$ cat config.mk
export PLATFORM = sky130hd
export DESIGN_NAME = params_mem_arbiter_flat
export DESIGN_NICKNAME = d
export VERILOG_FILES = /design/src/rtl/params_mem_arbiter_pkg.sv /design/src/rtl/params_mem_arbiter_if.sv /design/src/rtl/params_mem_arbiter_rr_arbiter.sv /design/src/rtl/params_mem_arbiter.sv /design/src/flat_wrapper.sv
export SDC_FILE = /design/constraint.sdc
export NUM_CORES = 1
export LEC_CHECK = 0
export CORE_MARGIN = 4
export CORE_UTILIZATION = 43
export DETAILED_ROUTE_END_ITERATION = 10
export GPL_TIMING_DRIVEN = 0
export HOLD_SLACK_MARGIN = 0.03
export PLACE_DENSITY = 0.95
export SKIP_CTS_REPAIR_TIMING = 1
export SLEW_MARGIN = 20
export SYNTH_ARGS = -nofsm -noshare
export SYNTH_HDL_FRONTEND = slang
export SYNTH_HIERARCHICAL = 1
export SYNTH_SLANG_ARGS = --single-unit
$ cat constraint.sdc
create_clock -name clk -period 3.7 [get_ports clk]
set_clock_uncertainty 0.15 [all_clocks]
set_input_delay 0.555 -clock clk [delete_from_list [all_inputs] [get_ports clk]]
set_output_delay 0.555 -clock clk [all_outputs]
set_load 0.005 [all_outputs]
$ cat src/rtl/params_mem_arbiter_pkg.sv
// Shared types for the parameter-memory arbiter.
// Memory geometry, burst length and FSM state encodings.
package params_mem_arbiter_pkg;
   localparam int CIM_PARAMS_NUM_WORD = 2048;
   localparam int CIM_PARAMS_BANK_SIZE_NUM_WORD = 1024;
   localparam int PARAM_ADDR_W = $clog2(CIM_PARAMS_NUM_WORD);
   localparam int PARAM_W = 16;
   localparam int PARAM_LEN_W = 10;

   typedef logic [PARAM_ADDR_W-1:0] ParamAddr_t;
   typedef logic [PARAM_W-1:0]      Param_t;
   typedef logic [PARAM_LEN_W-1:0]  ParamBurstLen_t;

   typedef enum logic {
      IDLE  = 1'b0,
      BURST = 1'b1
   } ParamArbState_t;

   function automatic int idx_w(input int n);
      return (n > 1) ? $clog2(n) : 1;
   endfunction
endpackage

$ cat src/rtl/params_mem_arbiter_if.sv
// Requester-side and memory-side bus of the parameter arbiter.
// slave = arbiter view, master = requesters/memory view.
interface params_mem_arbiter_if #(
   parameter int NUM_RD = 2,
   parameter int LEN_W = 10
);
   import params_mem_arbiter_pkg::*;

   logic [NUM_RD-1:0]            rd_req;
   ParamAddr_t [NUM_RD-1:0]      rd_base_addr;
   logic [NUM_RD-1:0][LEN_W-1:0] rd_len;
   logic [NUM_RD-1:0]            rd_grant;
   logic [NUM_RD-1:0]            rd_valid;
   logic [NUM_RD-1:0]            rd_done;
   Param_t                       rd_data;
   logic                         wr_req;
   ParamAddr_t                   wr_addr;
   Param_t                       wr_data;
   logic                         wr_ack;
   logic                         mem_rd_en;
   ParamAddr_t                   mem_rd_addr;
   Param_t                       mem_rd_data;
   logic                         mem_wr_en;
   ParamAddr_t                   mem_wr_addr;
   Param_t                       mem_wr_data;
   logic                         mem_chip_en;

   modport slave (
      input  rd_req, rd_base_addr, rd_len,
      input  wr_req, wr_addr, wr_data, mem_rd_data,
      output rd_grant, rd_valid, rd_done, rd_data,
      output wr_ack, mem_rd_en, mem_rd_addr,
      output mem_wr_en, mem_wr_addr, mem_wr_data,
      output mem_chip_en
   );

   modport master (
      output rd_req, rd_base_addr, rd_len,
      output wr_req, wr_addr, wr_data, mem_rd_data,
      input  rd_grant, rd_valid, rd_done, rd_data,
      input  wr_ack, mem_rd_en, mem_rd_addr,
      input  mem_wr_en, mem_wr_addr, mem_wr_data,
      input  mem_chip_en
   );
endinterface

$ cat src/rtl/params_mem_arbiter_rr_arbiter.sv
// Combinational round-robin picker: first request at or after i_ptr.
// The pointer itself lives in the caller.
module rr_arbiter #(
   parameter int N = 2,
   parameter int IDX_W = 1
) (
   input  logic [N-1:0]     i_req,
   input  logic [IDX_W-1:0] i_ptr,
   output logic [N-1:0]     o_gnt,
   output logic [IDX_W-1:0] o_idx
);
   always_comb begin
      int j;
      o_gnt = '0;
      o_idx = '0;
      j = 0;
      // farthest first, so the nearest requester overwrites
      for (int k = N - 1; k >= 0; k--) begin
         j = int'(i_ptr) + k;
         if (j >= N) j = j - N;
         if (i_req[IDX_W'(j)]) begin
            o_gnt = '0;
            o_gnt[IDX_W'(j)] = 1'b1;
            o_idx = IDX_W'(j);
         end
      end
   end
endmodule

$ cat src/rtl/params_mem_arbiter.sv
// Shares the parameter memory between burst readers and one writer.
// Writes win in IDLE; bursts run to completion once granted.
module params_mem_arbiter
   import params_mem_arbiter_pkg::*;
#(
   parameter int NUM_RD = 2,
   parameter int LEN_W = 10
) (
   input logic                 clk,
   input logic                 rst_n,
   params_mem_arbiter_if.slave bus
);
   localparam int IDX_W = idx_w(NUM_RD);
   typedef logic [LEN_W-1:0] len_t;

   ParamArbState_t    r_state, w_state_nx;
   logic [IDX_W-1:0]  r_rr, r_owner, r_ret_owner;
   logic [IDX_W-1:0]  w_arb_idx, w_rr_nx;
   ParamAddr_t        r_base, w_rd_addr;
   len_t              r_len, r_cnt;
   logic              r_ret_vld, r_ret_last, r_chip_en;
   logic [NUM_RD-1:0] w_arb_gnt, w_grant;
   logic [NUM_RD-1:0] w_valid, w_done;
   logic              w_wr_ack, w_rd_en, w_last;

   rr_arbiter #(
      .N     (NUM_RD),
      .IDX_W (IDX_W)
   ) u_rr (
      .i_req (bus.rd_req),
      .i_ptr (r_rr),
      .o_gnt (w_arb_gnt),
      .o_idx (w_arb_idx)
   );

   assign w_rr_nx = (int'(w_arb_idx) == NUM_RD - 1) ?
                    '0 : w_arb_idx + IDX_W'(1);

   // IDLE outputs are gated by rst_n so reset forces them low at once
   always_comb begin
      w_state_nx = r_state;
      w_grant    = '0;
      w_wr_ack   = 1'b0;
      w_rd_en    = 1'b0;
      w_rd_addr  = '0;
      w_last     = 1'b0;
      unique case (r_state)
         IDLE: begin
            if (rst_n && bus.wr_req) begin
               w_wr_ack = 1'b1;
            end else if (rst_n && (|bus.rd_req)) begin
               w_grant    = w_arb_gnt;
               w_state_nx = BURST;
            end
         end
         BURST: begin
            w_rd_en   = 1'b1;
            w_rd_addr = r_base + ParamAddr_t'(r_cnt);
            w_last    = (r_cnt == r_len - len_t'(1));
            if (w_last) w_state_nx = IDLE;
         end
      endcase
   end

   always_ff @(posedge clk or negedge rst_n) begin
      if (!rst_n) begin
         r_state     <= IDLE;
         r_rr        <= '0;
         r_owner     <= '0;
         r_base      <= '0;
         r_len       <= '0;
         r_cnt       <= '0;
         r_ret_vld   <= 1'b0;
         r_ret_owner <= '0;
         r_ret_last  <= 1'b0;
         r_chip_en   <= 1'b0;
      end else begin
         r_state     <= w_state_nx;
         r_chip_en   <= 1'b1;
         r_ret_vld   <= w_rd_en;
         r_ret_owner <= r_owner;
         r_ret_last  <= w_last;
         if (|w_grant) begin
            r_owner <= w_arb_idx;
            r_base  <= bus.rd_base_addr[w_arb_idx];
            r_len   <= bus.rd_len[w_arb_idx];
            r_cnt   <= '0;
            r_rr    <= w_rr_nx;
         end else if (w_rd_en) begin
            r_cnt <= r_cnt + len_t'(1);
         end
      end
   end

   always_comb begin
      w_valid = '0;
      w_done  = '0;
      for (int i = 0; i < NUM_RD; i++) begin
         w_valid[i] = r_ret_vld && (r_ret_owner == IDX_W'(i));
         w_done[i]  = w_valid[i] && r_ret_last;
      end
   end

   assign bus.rd_grant    = w_grant;
   assign bus.rd_valid    = w_valid;
   assign bus.rd_done     = w_done;
   assign bus.rd_data     = bus.mem_rd_data;
   assign bus.wr_ack      = w_wr_ack;
   assign bus.mem_rd_en   = w_rd_en;
   assign bus.mem_rd_addr = w_rd_addr;
   assign bus.mem_wr_en   = w_wr_ack;
   assign bus.mem_wr_addr = w_wr_ack ? bus.wr_addr : '0;
   assign bus.mem_wr_data = w_wr_ack ? bus.wr_data : '0;
   assign bus.mem_chip_en = r_chip_en;

   a_len_nz : assert property (@(posedge clk) disable iff (!rst_n)
      (|w_grant) |-> (bus.rd_len[w_arb_idx] != '0));

   a_no_wrap : assert property (@(posedge clk) disable iff (!rst_n)
      (|w_grant) |-> (int'(bus.rd_base_addr[w_arb_idx]) +
                      int'(bus.rd_len[w_arb_idx]) <= CIM_PARAMS_NUM_WORD));

   a_one_valid : assert property (@(posedge clk) disable iff (!rst_n)
      $onehot0(w_valid));

   a_rw_clash : assert property (@(posedge clk) disable iff (!rst_n)
      !(w_rd_en && w_wr_ack && (w_rd_addr == bus.wr_addr)));

   for (genvar g = 0; g < NUM_RD; g++) begin : g_hold
      a_req_hold : assert property (@(posedge clk) disable iff (!rst_n)
         (bus.rd_req[g] && !w_grant[g]) |=> bus.rd_req[g]);
   end
endmodule

$ cat src/flat_wrapper.sv
// flat-port wrapper written by rule: the top's interface ports become plain ports
module params_mem_arbiter_flat import params_mem_arbiter_pkg::*;
#(
   parameter int NUM_RD = 2,
   parameter int LEN_W = 10
)
  (clk, rst_n, bus_rd_req, bus_rd_base_addr, bus_rd_len, bus_wr_req, bus_wr_addr, bus_wr_data, bus_mem_rd_data, bus_rd_grant, bus_rd_valid, bus_rd_done, bus_rd_data, bus_wr_ack, bus_mem_rd_en, bus_mem_rd_addr, bus_mem_wr_en, bus_mem_wr_addr, bus_mem_wr_data, bus_mem_chip_en);
  params_mem_arbiter_if #(.NUM_RD(NUM_RD), .LEN_W(LEN_W)) bus_i ();
  input logic clk;
  input logic rst_n;
  input wire logic [$bits(bus_i.rd_req)-1:0] bus_rd_req;
  input wire logic [$bits(bus_i.rd_base_addr)-1:0] bus_rd_base_addr;
  input wire logic [$bits(bus_i.rd_len)-1:0] bus_rd_len;
  input wire logic [$bits(bus_i.wr_req)-1:0] bus_wr_req;
  input wire logic [$bits(bus_i.wr_addr)-1:0] bus_wr_addr;
  input wire logic [$bits(bus_i.wr_data)-1:0] bus_wr_data;
  input wire logic [$bits(bus_i.mem_rd_data)-1:0] bus_mem_rd_data;
  output wire logic [$bits(bus_i.rd_grant)-1:0] bus_rd_grant;
  output wire logic [$bits(bus_i.rd_valid)-1:0] bus_rd_valid;
  output wire logic [$bits(bus_i.rd_done)-1:0] bus_rd_done;
  output wire logic [$bits(bus_i.rd_data)-1:0] bus_rd_data;
  output wire logic [$bits(bus_i.wr_ack)-1:0] bus_wr_ack;
  output wire logic [$bits(bus_i.mem_rd_en)-1:0] bus_mem_rd_en;
  output wire logic [$bits(bus_i.mem_rd_addr)-1:0] bus_mem_rd_addr;
  output wire logic [$bits(bus_i.mem_wr_en)-1:0] bus_mem_wr_en;
  output wire logic [$bits(bus_i.mem_wr_addr)-1:0] bus_mem_wr_addr;
  output wire logic [$bits(bus_i.mem_wr_data)-1:0] bus_mem_wr_data;
  output wire logic [$bits(bus_i.mem_chip_en)-1:0] bus_mem_chip_en;
  assign bus_i.rd_req = bus_rd_req;
  assign bus_i.rd_base_addr = bus_rd_base_addr;
  assign bus_i.rd_len = bus_rd_len;
  assign bus_i.wr_req = bus_wr_req;
  assign bus_i.wr_addr = bus_wr_addr;
  assign bus_i.wr_data = bus_wr_data;
  assign bus_i.mem_rd_data = bus_mem_rd_data;
  assign bus_rd_grant = bus_i.rd_grant;
  assign bus_rd_valid = bus_i.rd_valid;
  assign bus_rd_done = bus_i.rd_done;
  assign bus_rd_data = bus_i.rd_data;
  assign bus_wr_ack = bus_i.wr_ack;
  assign bus_mem_rd_en = bus_i.mem_rd_en;
  assign bus_mem_rd_addr = bus_i.mem_rd_addr;
  assign bus_mem_wr_en = bus_i.mem_wr_en;
  assign bus_mem_wr_addr = bus_i.mem_wr_addr;
  assign bus_mem_wr_data = bus_i.mem_wr_data;
  assign bus_mem_chip_en = bus_i.mem_chip_en;
  params_mem_arbiter #(.NUM_RD(NUM_RD), .LEN_W(LEN_W)) u_core (.clk(clk), .rst_n(rst_n), .bus(bus_i));
endmodule
==> results of run 1 <==
-- layer usage --
layer / share of wire / track usage / vias to the layer above
li1: - / - / 1385
met1: 0.39 / 0.240 / 1354
met2: 0.53 / 0.400 / 141
met3: 0.073 / 0.0392 / 8
met4: 0.0081 / 0.0421 / 0
met5: 0 / 0 / -
-- critical path, cell delays in order (launching register included) --
cell	delay, ps
dfrtp_1	450
ha_1	340
a21oi_2	200
o211ai_1	160
or2_1	280
a221oi_2	270
xnor2_1	140
and2_1	150
clkdlybuf4s50_1	510
-- report_power, final --
group | internal (mW) | switching, mW | total [mW] | leakage (nW)
Combinational | 1.23 | 0.995 | 2.23 | 1.46
Clock | 0.144 | 0.135 | 0.279 | 0.0431
Sequential | 0.605 | 0.252 | 0.857 | 0.450
Total | 1.98 | 1.38 | 3.36 | 1.95
-- logic make-up (layout without fill, tap and decap cells) --
group	after synthesis	after routing	share of synthesized area
XOR/XNOR	24	24	0.0721
multiplexers	27	27	0.0948
adder cells (fa/ha/maj)	13	13	0.0583
AO/OA/AOI/OAI	51	51	0.119
flip-flops	38	38	0.326
buffers and inverters	43	186	0.0841
other	2	2	0.00257
AND/OR/NAND/NOR	129	129	0.243
-- layout make-up --
type,instances,area (um^2),share of cell area
multi-input cells,246,1740,0.386
repair buffers,137,1390,0.308
flip-flops and latches,38,952,0.212
plain buffers,34,211,0.0470
well taps,77,96.3,0.0214
clock buffers,6,82.6,0.0184
inverters,9,33.8,0.00751
-- state kept, by name (all words and copies together) (netlist names) --
signal and flops:
u_core/r_rr 1, u_core/r_len 10, u_core/bus.mem_chip_en 1, u_core/r_state 1, u_core/r_ret_vld 1, u_core/r_cnt 10, u_core/r_ret_last 1, u_core/r_ret_owner 1
u_core/r_owner 1, u_core/r_base 11
-- worst min path at each step --
stage | endpoint | cells after the start
2_1_floorplan | u_core/bus.mem_chip_en$_DFF_PN0_ | 0
3_3_place_gp | u_core/r_ret_owner$_DFF_PN0_ | 0
3_5_place_dp | u_core/r_ret_owner$_DFF_PN0_ | 0
4_1_cts | u_core/r_base[2]$_DFFE_PN0N_ | 1
5_1_grt | u_core/r_base[2]$_DFFE_PN0N_ | 1
6_report | u_core/r_base[2]$_DFFE_PN0N_ | 1
-- cells in the final DEF, fill, tap and decap left out, drive strengths merged, types with 2 or more instances in the layout --
cell and count:
dfrtp 38, a21oi 25, or3 2, xor2 16
mux2 2, inv 9, clkbuf 14, nor2b 6
and3 6, and2 35, nor2 39, a31oi 2
ha 12, nand4 5, nor4b 3, nand2b 4
a21o 4, clkdlybuf4s50 134, o21a 3, buf 28
o21ai 3, conb 2, xnor2 8, nand2 12
mux2i 25, o2111ai 2, nand3 4, nor3 4
and3b 2, nor4 2
-- through the flow --
| stage | worst slack [ps] | hold WS [ps] | setup TNS, ps | area, um^2 |
|---|---|---|---|---|
| floorplan | 1100 | 109 | 0 | 2920 |
| global placement | -871 | 213 | -21950 | 4370 |
| detailed placement | 191 | 215 | 0 | 4400 |
| CTS | -135 | 88.9 | -135 | 4480 |
| global route | 40.3 | 113 | 0 | 4500 |
| finish | 204 | 78.3 | 0 | 4500 |
==> impl_metrics.json, run 1 <==
{
  "yosysTopAreaCell": "dfrtp_1",
  "fin_crit_ps": 3500,
  "grt_pass1_vias": 2916,
  "cts_tree": "done",
  "antenna_cells": 0,
  "portBuffers": 136,
  "instances_no_fill": 547,
  "die_height_um": 90.4,
  "crit_type": "reg2out",
  "synth_top_area_frac": 0.326,
  "ys_seq_area_frac": 0.326,
  "clock_path_buffers": 2,
  "vias": 2888,
  "ys_async_sr_fraction": 1.00,
  "worstPathRequired_ps": 2990,
  "synth_area_um2": 2920,
  "cts_made_buffers": 5,
  "grt_usage": 0.209,
  "grt_pass1_wl_um": 14000,
  "root_buffer": "clkbuf_8",
  "setup_viol": 0,
  "worstSetupStartpoint": "u_core/r_cnt[1]$_DFFE_PN0P_",
  "p_leak_nw": 1.95,
  "ctsHtreeMaxLevel": 2,
  "ys_ff_latch": 38,
  "postRouteAntennaNets": 0,
  "reg2reg_depth": 8,
  "vdd_drop_max_v": 0.000488,
  "grt_max_degree": 23,
  "place_congestion": 0.842,
  "r2r_end": "u_core/r_state$_DFF_PN0_",
  "yosys_most_used_dff": "dfrtp_1",
  "post-route-period-util": 0.945,
  "die_w_um": 90.4,
  "drcViolationCount": 0,
  "synth_edf_count": 0,
  "clkTransAtPathRegs_ps": 70,
  "dpl.cell_count": 541,
  "hp-class": "in2async",
  "drive_above_1_share": 0.104,
  "finalWirelength_um": 8730,
  "worstPathMaxFanout": 6,
  "netlist_top_cells_area": "dfrtp_1, mux2i_1, and2_1",
  "avgSynthCellArea_um2": 8.92,
  "relSlewSlack": 0.466,
  "pin_count": 154,
  "via_per_inst": 5.28,
  "syn_to_final_growth_pct": 54.2,
  "dieArea_um2": 8160,
  "rows": 29,
  "end_kind": "output port",
  "core-area_um2": 6460,
  "status": "completed",
  "rsz0062_at_grt": "no",
  "start_util": 0.452,
  "hpwl_um": 7110,
  "max_cap_viol_count": 0,
  "power_density_nw_per_um2": 748,
  "synth_cells": 327,
  "tightest_slew_ps": 800,
  "startpoint_type": "flip-flop",
  "fill_cells": 509,
  "wl_per_cell_um": 16.0,
  "gr-total-overflow": 0,
  "synth_cell_types": 55,
  "clkLatencyLatePin_ps": 280,
  "dr.first_iter.drc_count": 125,
  "syn_nets": 430,
  "max_freq_ghz": 0.286,
  "r2r-start": "u_core/r_len[0]$_DFFE_PN0N_",
  "drtPass1Iterations": 4,
  "synthTopCellsByCount": "dfrtp_1, nor2_1, and2_1, a21oi_1, mux2i_1",
  "post-route-util": 0.696,
  "cp_data_arrival_time_ps": 2790,
  "finalPower_mw": 3.36,
  "hold_viol_final": 0,
  "antenna_found_initial": 0,
  "endpoint": "bus_mem_rd_addr[9]",
  "fin_nets": 574,
  "r2r_slack_ps": 1500,
  "maxSlewViolCount": 0,
  "ys_warn_count": 6,
  "clkSinkCount": 38
}
No activity file was read; power rests on OpenSTA's default activity.
==> run 2: changes to the inputs <==
--- a/config.mk
+++ b/config.mk
@@ -5,7 +5,6 @@
 export SDC_FILE = /design/constraint.sdc
 export NUM_CORES = 1
 export LEC_CHECK = 0
-export CORE_MARGIN = 4
 export CORE_UTILIZATION = 43
 export DETAILED_ROUTE_END_ITERATION = 10
 export GPL_TIMING_DRIVEN = 0
==> run 2 against run 1 <==
Net effect:
- sequential power decreased by 0.5%
- non-clock buffer count did not move
- register-to-register slack better by 30 ps
- the flow now finishes with violations (design-rule violations)
- clock-buffer cell count is 1 higher
- largest power group unchanged
- sequential share of layout area rose by 0.069 points
- via count shrank 0.45%
- fmax decreased by 1.5%
- highest routed layer unchanged
- core utilization is 0.14 points lower
- global-route usage up 3.0 points
- total power decreased by 0.78%
- setup slack got worse by 52 ps
==> impl_metrics.json, run 2 (synthesis results as in run 1) <==
{
  "p_comb_frac": 0.663,
  "core-area_um2": 6460,
  "fin_crit_ps": 3550,
  "cp_data_arrival_time_ps": 2840,
  "dr_wl_met3_um": 657,
  "hp-class": "in2async",
  "clkTransAtPathRegs_ps": 70,
  "antenna_found_initial": 0,
  "crit_type": "reg2out",
  "portBuffers": 136,
  "cts_tree": "done",
  "crit_family": "compound AO/OA/AOI/OAI gates",
  "grt_usage": 0.239,
  "clkLatencyLatePin_ps": 290,
  "p_sw_mw": 1.37,
  "pwr-share-clk": 0.081,
  "dieArea_um2": 7120,
  "clock_path_buffers": 2,
  "regMostFlops": "u_core/r_base",
  "hold_viol_final": 0,
  "holdWs_ps": 73.2,
  "setup_viol": 0,
  "fin_nets": 574,
  "post-route-period-util": 0.959,
  "cp_num_buf_inv": 1,
  "grt_pass1_vias": 2880,
  "top_regs": "u_core/r_base (11), u_core/r_cnt (10), u_core/r_len (10)",
  "p_leak_nw": 1.95,
  "seqPwrFrac": 0.256,
  "end_kind": "output port",
  "grt_pass1_wl_um": 13500,
  "ctsHtreeMaxLevel": 2,
  "crit_chain": "ha_1 > a21oi_1 > o211ai_1 > or2_1 > a221oi_2 > xnor2_1 > and2_1 > clkdlybuf4s50_1",
  "die_height_um": 84.4,
  "relSlewSlack": 0.465,
  "antenna_cells": 0,
  "finalPower_mw": 3.34,
  "finalWirelength_um": 8410,
  "fill_cells": 533,
  "rows": 29,
  "dpl.cell_count": 541,
  "die_w_um": 84.4,
  "place_area_um2": 4400,
  "place_congestion": 0.831,
  "pin_count": 154,
  "post-route-util": 0.695,
  "max_cap_viol_count": 0,
  "tightest_slew_ps": 803,
  "wl_per_cell_um": 15.4,
  "grt_max_degree": 23,
  "rsz0062_at_grt": "no",
  "final_common_cell": "clkdlybuf4s50_1",
  "drcViolationCount": 15,
  "vdd_drop_max_v": 0.000495,
  "top_layer": "met4",
  "final.setup.tns_ps": 0,
  "clkSinkCount": 38,
  "swShare": 0.412,
  "start_util": 0.452,
  "hpwl_um": 6930,
  "worstPathRequired_ps": 2990,
  "finalWorstSetupSlack_ps": 152,
  "root_buffer": "clkbuf_8",
  "worstPathMaxFanout": 6,
  "maxSlewViolCount": 0,
  "startpoint_type": "flip-flop",
  "slowest_delay_ps": 510,
  "drtPass1Iterations": 8,
  "gr-total-overflow": 0,
  "violations": "design-rule violations",
  "stdcell_area_um2": 4490,
  "post-place-ws_ps": 175,
  "power_density_nw_per_um2": 743,
  "most-common-layout-cells": "clkdlybuf4s50_1, nor2_1, dfrtp_1",
  "status": "finished, violations left",
  "postRouteAntennaNets": 0,
  "cts_made_buffers": 5,
  "instances_no_fill": 548,
  "p_int_mw": 1.96,
  "drt-met1-wl_um": 3040,
  "wl_met2_um": 4580,
  "via_per_inst": 5.25,
  "max_freq_ghz": 0.282,
  "dr.first_iter.drc_count": 130,
  "vias": 2875,
  "drive_above_1_share": 0.102,
  "largest_reg_flops": 11,
  "syn_to_final_growth_pct": 53.9,
  "crit_slowest_cell": "clkdlybuf4s50_1"
}
## run 2: power groups by stage
stage | combinational (mW) | clock [mW] | sequential [mW]
after floorplan | 1.35 | 0 | 0.779
after global placement | 2.07 | 0 | 0.834
after detailed placement | 2.18 | 0 | 0.852
after CTS | 2.20 | 0.276 | 0.844
after global routing | 2.43 | 0.296 | 0.877
final | 2.21 | 0.272 | 0.853
## run 2: cell type report
cell class / count / area, um^2 / share of cell area
Buffer: 34 / 211 / 0.0471
Clock buffer: 7 / 76.3 / 0.0170
Inverter: 9 / 33.8 / 0.00753
Multi-Input combinational cell: 246 / 1730 / 0.386
Sequential cell: 38 / 953 / 0.212
Tap cell: 77 / 96.3 / 0.0215
Timing Repair Buffer: 137 / 1390 / 0.309
## run 2: metal layers
layer / GRT usage / vias to the layer above
met3: 0.0442 / 14
met4: 0.0847 / 0
met1: 0.262 / 1347
met5: 0 / -
met2: 0.461 / 129
li1: - / 1385
## run 2: final timing paths
path / cells after the start / end / startpoint / slack [ps]
max reg2reg: 5 / u_core/r_base[5]$_DFFE_PN0N_ / u_core/r_rr$_DFFE_PN0N_ / 1530
max: 8 / bus_mem_rd_addr[9] / u_core/r_cnt[1]$_DFFE_PN0P_ / 150
min reg2reg: 0 / u_core/r_ret_owner$_DFF_PN0_ / u_core/r_owner$_DFFE_PN0N_ / 230
max in group asynchronous: 2 / u_core/r_cnt[0]$_DFFE_PN0P_ / rst_n / 2840
min: 1 / u_core/r_base[2]$_DFFE_PN0N_ / rst_n / 70
min in group clk: 0 / u_core/r_ret_owner$_DFF_PN0_ / u_core/r_owner$_DFFE_PN0N_ / 230
